**src/rtl/pc_sequencer.sv**
```systemverilog
// Fetch-stage program-counter sequencer: four next-PC modes, stall,
// start-up gating, misaligned-target fault with recovery, advance counter.
module pc_sequencer #(
  parameter int unsigned ADDR_WIDTH = 32,
  parameter logic [ADDR_WIDTH-1:0] RESET_VECTOR = '0,
  parameter logic [ADDR_WIDTH-1:0] FAULT_VECTOR = ADDR_WIDTH'('h100),
  parameter int unsigned CNT_WIDTH = 32
) (
  input  logic                  clk,
  input  logic                  rst_n,
  input  logic                  en,
  input  logic                  stall,
  input  logic [1:0]            pc_src,
  input  logic [ADDR_WIDTH-1:0] imm_op,
  input  logic [ADDR_WIDTH-1:0] rs1_val,
  input  logic                  fault_clr,
  output logic [ADDR_WIDTH-1:0] pc,
  output logic [ADDR_WIDTH-1:0] pc_plus4,
  output logic                  fetch_valid,
  output logic                  fault,
  output logic [ADDR_WIDTH-1:0] fault_addr,
  output logic [CNT_WIDTH-1:0]  step_count
);

  typedef enum logic [1:0] {
    IDLE  = 2'b00,
    RUN   = 2'b01,
    FAULT = 2'b10
  } state_e;

  localparam logic [ADDR_WIDTH-1:0] FOUR = ADDR_WIDTH'(4);
  localparam logic [ADDR_WIDTH-1:0] NOT1 = ~ADDR_WIDTH'(1);

  state_e                state_q, state_d;
  logic [ADDR_WIDTH-1:0] pc_q, pc_d;
  logic                  fault_q, fault_d;
  logic [ADDR_WIDTH-1:0] fault_addr_q, fault_addr_d;
  logic [CNT_WIDTH-1:0]  step_q, step_d;
  logic                  fv_q, fv_d;
  logic [ADDR_WIDTH-1:0] target;

  always_comb begin
    target = pc_q + FOUR;
    unique case (pc_src)
      2'b00: target = pc_q + FOUR;
      2'b01: target = pc_q + imm_op;
      2'b10: target = (rs1_val + imm_op) & NOT1;
      2'b11: target = imm_op;
      default: target = pc_q + FOUR;
    endcase
  end

  always_comb begin
    state_d      = state_q;
    pc_d         = pc_q;
    fault_d      = fault_q;
    fault_addr_d = fault_addr_q;
    step_d       = step_q;
    unique case (state_q)
      IDLE: begin
        if (en) state_d = RUN;
      end
      RUN: begin
        if (!stall) begin
          if (target[1:0] == 2'b00) begin
            pc_d   = target;
            step_d = step_q + CNT_WIDTH'(1);
          end else begin
            state_d      = FAULT;
            fault_d      = 1'b1;
            fault_addr_d = target;
          end
        end
      end
      FAULT: begin
        if (fault_clr) begin
          state_d = RUN;
          pc_d    = FAULT_VECTOR;
          fault_d = 1'b0;
        end
      end
      default: state_d = IDLE;
    endcase
    fv_d = (state_d == RUN);
  end

  always_ff @(posedge clk or negedge rst_n) begin
    if (!rst_n) begin
      state_q      <= IDLE;
      pc_q         <= RESET_VECTOR;
      fault_q      <= 1'b0;
      fault_addr_q <= '0;
      step_q       <= '0;
      fv_q         <= 1'b0;
    end else begin
      state_q      <= state_d;
      pc_q         <= pc_d;
      fault_q      <= fault_d;
      fault_addr_q <= fault_addr_d;
      step_q       <= step_d;
      fv_q         <= fv_d;
    end
  end

  assign pc          = pc_q;
  assign pc_plus4    = pc_q + FOUR;
  assign fetch_valid = fv_q;
  assign fault       = fault_q;
  assign fault_addr  = fault_addr_q;
  assign step_count  = step_q;

endmodule

```
**config.mk**
```make
export PLATFORM = sky130hd
export DESIGN_NAME = pc_sequencer
export DESIGN_NICKNAME = d
export VERILOG_FILES = /design/src/rtl/pc_sequencer.sv
export SDC_FILE = /design/constraint.sdc
export NUM_CORES = 1
export LEC_CHECK = 0
export ABC_AREA = 1
export CORE_ASPECT_RATIO = 0.75
export CORE_UTILIZATION = 55
export CTS_CLUSTER_DIAMETER = 150
export DETAILED_ROUTE_END_ITERATION = 7
export PLACE_DENSITY_LB_ADDON = 0.3
export SYNTH_ARGS = -nofsm -noshare
export SYNTH_HDL_FRONTEND = slang
export SYNTH_SLANG_ARGS = --single-unit
```
**constraint.sdc**
```tcl
create_clock -name clk -period 2.8 [get_ports clk]
set_clock_uncertainty 0.15 [all_clocks]
set_input_delay 0.28 -clock clk [delete_from_list [all_inputs] [get_ports clk]]
set_output_delay 0.28 -clock clk [all_outputs]
set_load 0.01 [all_outputs]
```
==> impl_results.md <==
- Maxcap violations: 0
- Period utilization: 99.2%
- Power per cell area: 737 nW/um^2
- Port bufs: 200
- Worst-Skew Late Latency: 0.35 ns
- Main synth FF type: dfrtp_1
- Filler cells: 1576
- Worst path max stage delay: 0.45 ns
- Area growth from synthesis to layout: 33.2%
- First-pass GRT wire length: 66.1 mm
- Total power: 0.0107 W
- Starting Density: 56.3%
- Avg Cell Area, Syn: 5.75 sq um
- Ports: 201
- Fin crit period: 2.78 ns
- Final worst setup slack: 0.0212 ns
- Mapped Nets: 2032
- Reg2Reg Launch Point: pc[0]$_DFFE_PN0P_
- Lkg Pwr: 8.03 nW
- # diodes: 0
- DR WL/cell: 17.9 um
- Rows: 44
- DR vias/cell: 5.70
- Rel. slew slack: 51.4%
- CTS Buffer Depth: 2
- Most common cell on crit path: nand2_1
- DP Worst Slack: -0.222 ns
- Detailed Place HPWL: 34.3 mm
- Vias: 14000
- Drt pass-1 iters: 6
- Hold Path Depth: 2
- Max Clock Freq: 360 MHz
- Commonest non-fill, non-tap cells in the layout: nand2_1, inv_1, clkdlybuf4s50_1
- Sequential fraction of the synthesis area: 23.0%
- Largest net degree at the start of global routing: 53
- Critical path class: flip-flop to output port
- Startpoint types: flip-flop
- Vias in the first global route: 12500
- Worst r2r dst: step_count[8]$_DFFE_PN0P_
- HP Class: flip-flop to flip-flop
- Fin cells: 2456
- TritonCTS Buffers: 9
- Crit-path max FO: 5
- Inst Count DP: 2430
- EDFF count, synth: 0
- Critical path, cell by cell: inv_1 -> buf_4 -> nor3_1 -> nand3_2 -> nor3_2 -> nand2_1 -> nand2_1 -> dlygate4sd2_1
- Htree depth: 3
- Final setup violating endpoints: 0
- Detail Route Antenna Nets: 0
- Post-Route WL: 43.9 mm
- Congestion Overflow GR: 0
- CTS clk-pin slew, worst paths: 0.08 ns
- Outcome: completed
- Final hold vios: 0
- Setup crit end kind: output port
- Arr. time, crit path: 2.35 ns
- Hold path endpoint: fault_addr[28]$_DFFE_PN0P_
- Clk sinks: 100
- Hold path start: fault_addr[28]$_DFFE_PN0P_
- Slew @ Worst Pin: 0.729 ns
- Die area: 20400 sq um
- Die height: 124 um
- Library cells used by synthesis: 43
- Nets@finish: 2334
- DRC: 0
- Post-synthesis register bit count: 100
- Initial antenna violation count: 0
- Worst path slowest cell: dfrtp_2
- Die width: 165 um
- Mapped Cells: 1896
- CORE AREA: 19400 sq um
- Synth Cell Area: 10900 sq um
- Root Buffer: clkbuf_16
- Async SR Flop Fraction: 100%
- Synth warnings: 0
- Worst Path Required: 2.37 ns
- Layout cells sized above 1: 9.67%
- Commonest non-fill, non-tap cell in the layout: nand2_1
- R2R setup slack: 0.12 ns
- Worst VDD drop: 0.603 mV
- 1st-iter DRT viols: 1908
- TritonCTS clock tree: done
- GRT Total Usage: 42.4%
- RePlAce Congestion: 0.996
- R2R depth: 11
- Max-slew violations: 0
-- worst max path at each step --
stage,startpoint,end,slack [ns]
4_1_cts,pc[3]$_DFFE_PN0P_,pc_plus4[31],0.01
2_1_floorplan,pc[0]$_DFFE_PN0P_,step_count[7]$_DFFE_PN0P_,0.51
3_5_place_dp,imm_op[0],step_count[8]$_DFFE_PN0P_,-0.22
3_3_place_gp,imm_op[0],step_count[8]$_DFFE_PN0P_,-0.08
5_1_grt,pc[5]$_DFFE_PN0P_,pc_plus4[28],-0.02
6_report,pc[5]$_DFFE_PN0P_,pc_plus4[28],0.02
-- cells in the mapped netlist, types with 2 or more instances --
cell type,count,share of area [%]
nand2_1,772,27
inv_1,314,11
nand3_1,174,8.0
nor2_1,127,4.4
dfrtp_1,100,23
ha_1,63,7.2
a21oi_1,56,2.6
o21ai_0,47,2.2
xor2_1,41,3.3
nor3_1,33,1.5
nand4_1,26,1.5
nand3b_1,21,1.4
or2_2,20,1.1
clkbuf_1,13,0.45
nor4_1,12,0.69
buf_2,9,0.41
xnor2_1,8,0.64
nor2_2,6,0.34
o21ai_1,6,0.28
and2_1,5,0.29
buf_4,5,0.34
o21bai_1,4,0.28
inv_2,3,0.10
nand2_2,3,0.17
nor3_2,3,0.28
o2111ai_1,3,0.24
o22ai_1,3,0.17
buf_6,2,0.21
fa_1,2,0.37
o211ai_1,2,0.14
-- worst max-delay path, delay by kind of cell, from the launching register on --
family,cells,cell delay [ns]
buffers and inverters,3,0.57
AND/OR/NAND/NOR,5,0.98
flip-flops,1,0.45
-- area by class of cell --
class	count	area, sq um	share of cell area [%]
Timing Repair Buffer	321	2970	20.5
Inverter	319	1200	8.27
Sequential cell	100	2510	17.3
Tap cell	253	317	2.18
Clock buffer	10	239	1.65
Multi-Input combinational cell	1447	7200	49.6
Clock inverter	6	76.3	0.526
-- where the power goes --
group	internal, W	switching (W)
Clock	0.000736	0.000605
Combinational	0.00286	0.00390
Sequential	0.00199	0.000609
Total	0.00558	0.00511
-- sequential cells by signal, indices dropped and copies added, names as in the netlist --
| register | flops |
|---|---|
| fault | 1 |
| state_q | 2 |
| pc | 32 |
| fault_addr | 32 |
| step_count | 32 |
| fetch_valid | 1 |
-- cell families (layout without fill, tap and decap cells) --
group | count (synthesis) | after routing | share of synthesized area, %
buffers and inverters | 349 | 656 | 12.5
flip-flops | 100 | 100 | 23.0
AND/OR/NAND/NOR | 1207 | 1207 | 46.8
AO/OA/AOI/OAI | 126 | 126 | 6.26
adder cells (fa/ha/maj) | 65 | 65 | 7.60
XOR/XNOR | 49 | 49 | 3.94
-- routing by layer --
metal	global-route usage (%)	wire (um)	up-vias	part of all wire, %
met2	61.7	17900	1029	41
li1	-	-	6538	-
met5	0	0	-	0
met4	13.2	1440	0	3.3
met1	61.6	18600	6298	42
met3	9.72	5940	139	14
-- metrics by stage --
stage                     instance area (sq um)  setup TNS (ns)  hold slack (ns)  utilization (%)
after CTS                                 14400               0            0.334             74.5
after global placement                    14000          -0.243            0.210             72.1
final                                     14500               0            0.332             74.9
after global routing                      14500         -0.0227            0.351             74.9
after floorplan                           10900               0           -0.166                -
after detailed placement                  14000           -3.83            0.220             72.1
-- what timing repair did --
action                                 4_1_cts  5_1_grt
pin swaps                                   12        6
hold buffers                                 1        0
endpoints found under the hold margin       50        0
setup buffers                                8        1
setup endpoints to repair                   20       15
resized for setup                           44       25
Note: power is estimated with default switching activity, not from simulation.
